==> src/rtl/laplacian_window_gen.sv <==
// Builds the 5-tap cross window (N/W/C/E/S) for interior pixels of a raster stream.
// Latency: taps visible one cycle after the south pixel is accepted; never stalls upstream.
module laplacian_window_gen #(
   parameter int IMG_W = 8,
   parameter int IMG_H = 8,
   parameter int PIX_W = 4
) (
   input  logic             clk,
   input  logic             rst,
   input  logic [PIX_W-1:0] pix_in,
   input  logic             pix_valid,
   input  logic             pix_sof,
   output logic [PIX_W-1:0] north,
   output logic [PIX_W-1:0] west,
   output logic [PIX_W-1:0] center,
   output logic [PIX_W-1:0] east,
   output logic [PIX_W-1:0] south,
   output logic             win_valid,
   output logic             frame_done
);

   localparam int COL_W = $clog2(IMG_W);
   localparam int ROW_W = $clog2(IMG_H);
   localparam int HIST  = 2 * IMG_W;
   localparam logic [COL_W-1:0] LAST_COL = COL_W'(IMG_W - 1);
   localparam logic [ROW_W-1:0] LAST_ROW = ROW_W'(IMG_H - 1);

   logic [COL_W-1:0] col, curCol;
   logic [ROW_W-1:0] row, curRow;
   logic             isInterior, isLast;
   // hist[k] holds the pixel accepted k+1 cycles-of-acceptance ago
   logic [PIX_W-1:0] hist [HIST];

   // A qualified sof overrides whatever position the counters hold
   always_comb begin
      curCol     = pix_sof ? '0 : col;
      curRow     = pix_sof ? '0 : row;
      isInterior = (curRow >= ROW_W'(2)) && (curCol >= COL_W'(1)) &&
                   (curCol <= COL_W'(IMG_W - 2));
      isLast     = (curRow == LAST_ROW) && (curCol == LAST_COL);
   end

   always_ff @(posedge clk or posedge rst) begin
      if (rst) begin
         col <= '0;
         row <= '0;
      end else if (pix_valid) begin
         if (curCol == LAST_COL) begin
            col <= '0;
            row <= (curRow == LAST_ROW) ? '0 : curRow + 1'b1;
         end else begin
            col <= curCol + 1'b1;
            row <= curRow;
         end
      end
   end

   always_ff @(posedge clk) begin
      if (pix_valid) begin
         hist[0] <= pix_in;
         for (int i = 1; i < HIST; i++) begin
            hist[i] <= hist[i-1];
         end
      end
   end

   always_ff @(posedge clk or posedge rst) begin
      if (rst) begin
         north      <= '0;
         west       <= '0;
         center     <= '0;
         east       <= '0;
         south      <= '0;
         win_valid  <= 1'b0;
         frame_done <= 1'b0;
      end else begin
         win_valid  <= pix_valid && isInterior;
         frame_done <= pix_valid && isLast;
         if (pix_valid && isInterior) begin
            south  <= pix_in;
            east   <= hist[IMG_W-2];
            center <= hist[IMG_W-1];
            west   <= hist[IMG_W];
            north  <= hist[2*IMG_W-1];
         end
      end
   end

endmodule

==> config.mk <==
export PLATFORM = sky130hd
export DESIGN_NAME = laplacian_window_gen
export DESIGN_NICKNAME = d
export VERILOG_FILES = /design/src/rtl/laplacian_window_gen.sv
export SDC_FILE = /design/constraint.sdc
export NUM_CORES = 1
export LEC_CHECK = 0
export BUFFER_PORTS_ARGS = -buffer_cell sky130_fd_sc_hd__buf_2
export CAP_MARGIN = 20
export CORE_MARGIN = 3
export CORE_UTILIZATION = 56
export CTS_CLUSTER_SIZE = 14
export DETAILED_ROUTE_END_ITERATION = 12
export GPL_ROUTABILITY_DRIVEN = 0
export MAX_ROUTING_LAYER = met4
export PLACE_DENSITY = 0.76
export SYNTH_ARGS = -nofsm -noshare
export SYNTH_HDL_FRONTEND = slang
export SYNTH_SLANG_ARGS = --single-unit
==> constraint.sdc <==
create_clock -name clk -period 2.15 [get_ports clk]
set_input_delay 0.1075 -clock clk [delete_from_list [all_inputs] [get_ports clk]]
set_output_delay 0.1075 -clock clk [all_outputs]
set_load 0.1 [all_outputs]
# Yosys cells after proc, flatten, opt, wreduce, memory -nomap -nowiden
# Memory sizes are Yosys's and may differ from the RTL's. A register that Yosys moved wholly into a read port is not among the register bits.
# Cells that the tools add are included.
# word_totals
wordCells	28
output_inout_bits	22
ramBits	64
inputBits	8
mem_count	1
regBits	24
# op_classes
n_addsub	2
magnitude_cmp	3
reduce_logical	5
muxes	7
eq_ne	2
# mem_list
memory	depth	width	rd	rd_ports_with_merged_regs	write_ports	line_no	rtl
hist	16	4	16	1	16	32	logic [PIX_W-1:0] hist [HIST];
# ops
cell	n
3-bit 2-to-1 mux	5
3-bit by 1-bit adder with 3-bit output (second input constant)	2
3-bit equality test (second input constant)	2
1-bit logical AND	5
3-bit by 1-bit >= comparator with 1-bit output (second input constant)	1
3-bit by 2-bit >= comparator with 1-bit output (second input constant)	1
3-bit less-or-equal comparator (second input constant)	1
1-bit 2-to-1 mux	2

# Longest topological paths before layout
# depth
word_depth	5
ltp_mapped	7
ltp_nobuf	6

# Worst setup path before layout
# OpenSTA, ideal clock, no wires.
# synth_timing
path_type	reg2reg
start	register row[1]
end	register center[3], read port of hist
path_slack_ns	0.546
required_time_ns	2.025
setup_ns	0.125
stages_incl_launch_ff	8
path_buffers	1
arrival_time_ns	1.478
synth_period_minus_slack_ns	1.604
cell_sequence	dfrtp_1 -> nor2b_1 -> ha_1 -> nor3_1 -> nor3b_2 -> nand3_2 -> buf_6 -> mux2_4
# synth_between
elab_chain_cells	5
# synth_lines
element	line_no	rtl
from (decl)	29	logic [ROW_W-1:0] row, curRow;
from (signal assigned)	50	row <= (curRow == LAST_ROW) ? '0 : curRow + 1'b1;
from (signal assigned)	53	row <= curRow;
3-bit 2-to-1 mux	37	curRow = pix_sof ? '0 : row;
3-bit by 2-bit >= comparator with 1-bit output	38	isInterior = (curRow >= ROW_W'(2)) && (curCol >= COL_W'(1)) &&
1-bit logical AND (2 in a row)	38	
1-bit logical AND	79	if (pix_valid && isInterior) begin
to (decl)	15	output logic [PIX_W-1:0] center,
# No other way between the ends.
# A chain may end at the register's enable or synchronous reset.

# Final worst setup path
# layout_timing
start	register row[1]
end	register east[1], read port of hist
# layout_between
elab_chain_cells	5
# layout_lines
element	line_no	rtl
3-bit 2-to-1 mux	37	
3-bit by 2-bit >= comparator with 1-bit output	38	
1-bit logical AND (2 in a row)	38	
1-bit logical AND	79	
to (decl)	16	output logic [PIX_W-1:0] east,
# No other way between the ends.

==> flow_summary.yaml <==
detailed_routing:
  drtPass1Iterations: 4
  drt_iter0_markers: 96
  vias: 1382
  drc: 0
  drt_wl_total_mm: 4.379
  viasPerCell: 5.176
  antenna_left: 0
  wire_per_inst_um: 16.40
worst_setup_path:
  endpoint_kind: "flop"
  timing.rr.end: "east[1]"
  path_class: "reg -> reg"
  reg2regPathDepth: 7
  critPathArrivalTime_ns: 2.17
  cpMaxStageDelayCell: "dfrtp_1"
  cp_slowest_stage_delay_ns: 0.37
  ff2ff_setup_slack_ns: 0.21
  crit_start: "row[1]"
  path_cells: "nor2b_1 -> ha_1 -> nor3_1 -> nor3b_2 -> nand3_2 -> buf_12 -> mux2_4"
  required_ns: 2.38
  cp-start-kind: "flop"
  critical_path.top_delay_family: "simple AND/OR/NAND/NOR gates"
  r2r_start: "row[1]"
  crit_buf_inv: 1
  worstPathMaxFanout: 14
clock_tree:
  clkTransAtPathRegs_ns: 0.08
  clkLatencyLatePin_ns: 0.34
  cts_tree: "done"
  clockBufferDepth: 2
  cts.sinks: 92
  root_buffer: "clkbuf_8"
  cts_buffers: 9
  cts_max_level: 3
  cts-resized-gates: 0
layout:
  n_fill_cell: 340
  syn_to_final_growth_pct: 14.46
  stdcell_count: 267
  layout.nets: 204
  seqCellArea_sq_um: 2623
  drive_gt1_share_pct: 36.73
  multi_input_area_sq_um: 520.5
  final_area_sq_um: 3645
die:
  initial_utilization_pct: 60.05
  ios: 30
  die_area_sq_um: 6627
  rows: 26
  core-area_sq_um: 5303
  die_h_um: 81.41
  die_x_um: 81.41
power:
  internal_power_mw: 2.476
  pwr-share-seq_pct: 65.1
  ir_drop_mv: 0.5819
  switchingPower_mw: 0.6383
  leakagePower_nw: 1.610
  power.density_nw_per_um2: 854.5
  swShare_pct: 20.49
  power_mw: 3.114
  power_frac_comb_pct: 3.0
  p_clk_share_pct: 31.9
sta:
  tightest_slew_ns: 0.8611
  slew_headroom_pct: 42.59
  fmax_mhz: 515.5
  post-route-period-util_pct: 90.23
  period_needed_ns: 1.940
  finalClockSkew_ns: 0.007250
  rsz0062_at_grt: "false"
  setup_viol_count_final: 0
  finalHoldViolations: 0
  maxSlewViolCount: 0
  setup_tns_ns: 0
  holdWs_ns: 0.05618
run:
  cap_violations: 0
synthesis:
  ys_warn_count: 0
  avgSynthCellArea_sq_um: 21.81
  ys_ff_latch: 92
  synthCells: 146
  syn_area_sq_um: 3184
  yosysUniqueCellTypes: 22
  synth-seq-area-share_pct: 82.36
  syn_nets: 159
grt:
  grt_usage_pct: 15.78
  grt_pass1_wl_mm: 7.100
  grt_pass1_vias: 1418
  grt_overflow: 0
  grt_max_degree: 71
  grt_antenna_before_repair: 1
run_status:
  status: "completed"
placement:
  placed_cell_area_sq_um: 3422
  port_buffers: 29
  dp_hpwl_mm: 2.528
  dpl.cell_count: 245
hold_path:
  hold_end: "frame_done"
  min_path_type: "in -> reg"
  hold_depth: 2
  hold_start: "pix_valid"
## cell type report
cell class                 instances  area share [%]
multi-input combinational         48           14.28
inverter                           3          0.3090
clock inverter                     5          0.7896
tap                               70           2.403
sequential                        92           71.95
antenna                            1         0.06866
timing repair buffer              37           6.317
clock buffer                      11           3.879
## cell usage after synthesis
cell      count  area share, %
a21oi_1       1           0.16
a22o_1        1           0.28
a32o_1        1           0.31
and3_1        1           0.20
buf_4         1           0.24
buf_6         2           0.71
dfrtp_1      28             22
edfxtp_1     64             60
ha_1          5            2.0
inv_1         3           0.35
mux2_2        4            1.4
mux2_4       19            9.0
nand2_1       2           0.24
nand2b_1      1           0.20
nand3_1       1           0.16
nand3_2       1           0.31
nor2_1        1           0.12
nor2b_1       5           0.98
nor3_1        1           0.16
nor3b_2       1           0.39
o21ai_0       2           0.31
or3_1         1           0.20
## cells by family after synthesis
kind of cell | count (synthesis) | synth area share (%)
DFF | 92 | 82.36
muxes | 23 | 10.37
and+or+nand+nor | 15 | 2.947
buffers and inverters | 6 | 1.297
AOI/OAI and AO/OA | 5 | 1.061
adders and majority gates | 5 | 1.965
## per-stage QoR
| stage | setup WS, ns | utilization, % |
|---|---|---|
| after floorplan | 0.5464 | - |
| after global placement | 0.3198 | 64.54 |
| after detailed placement | 0.1954 | 64.54 |
| after CTS | 0.1856 | 68.69 |
| after global routing | 0.1192 | 68.74 |
| final | 0.2101 | 68.74 |
## state kept, by name, indices dropped and copies added (netlist names)
| register | cells |
|---|---|
| west | 4 |
| south | 4 |
| win_valid | 1 |
| hist | 64 |
| col | 3 |
| north | 4 |
| east | 4 |
| frame_done | 1 |
| row | 3 |
| center | 4 |
## placed cells by master (no fill, tap or decap), types with 2 or more instances in the layout
cell type	n
o21ai_0	2
buf_4	2
mux2_2	4
buf_2	29
dlygate4sd3_1	5
mux2_4	19
dfrtp_1	28
nand2_1	2
clkbuf_8	10
clkinv_2	4
inv_1	3
nor2b_1	5
edfxtp_1	64
ha_1	5
## worst reg2reg max path: cells and delay by family, from the launching register on
kind / cells / cell delay (ns)
multiplexers: 1 / 0.30
AND/OR/NAND/NOR: 4 / 0.71
adder cells (fa/ha/maj): 1 / 0.18
buffers and inverters: 1 / 0.27
flip-flops: 1 / 0.37
## worst max path at each step
stage | endpoint | slack, ns | cells after the start
detailed placement | south[2] | 0.20 | 7
floorplan | center[3] | 0.55 | 7
CTS | south[2] | 0.19 | 7
global route | west[3] | 0.12 | 7
finish | east[1] | 0.21 | 7
global placement | center[3] | 0.32 | 7
## power by group through the flow
stage | clock network, mW | registers, mW | logic (mW)
2_1_floorplan | 0 | 2.06 | 0.0409
3_3_place_gp | 0 | 2.06 | 0.0824
3_5_place_dp | 0 | 2.07 | 0.0895
4_1_cts | 1.03 | 2.03 | 0.0960
5_1_grt | 1.11 | 2.04 | 0.106
6_report | 0.994 | 2.03 | 0.0940
## per-layer routing
layer / global-route usage, % / part of all wire [%]
met1: 21.01 / 46
met2: 21.25 / 47
met3: 6.763 / 4.7
met4: 6.757 / 1.8
met5: - / 0
## what timing repair did
action	4_1_cts	5_1_grt
endpoints found under the hold margin	35	0
hold buffers	5	0
buffers inserted	0	0
Power figures use the tool's default switching activity.
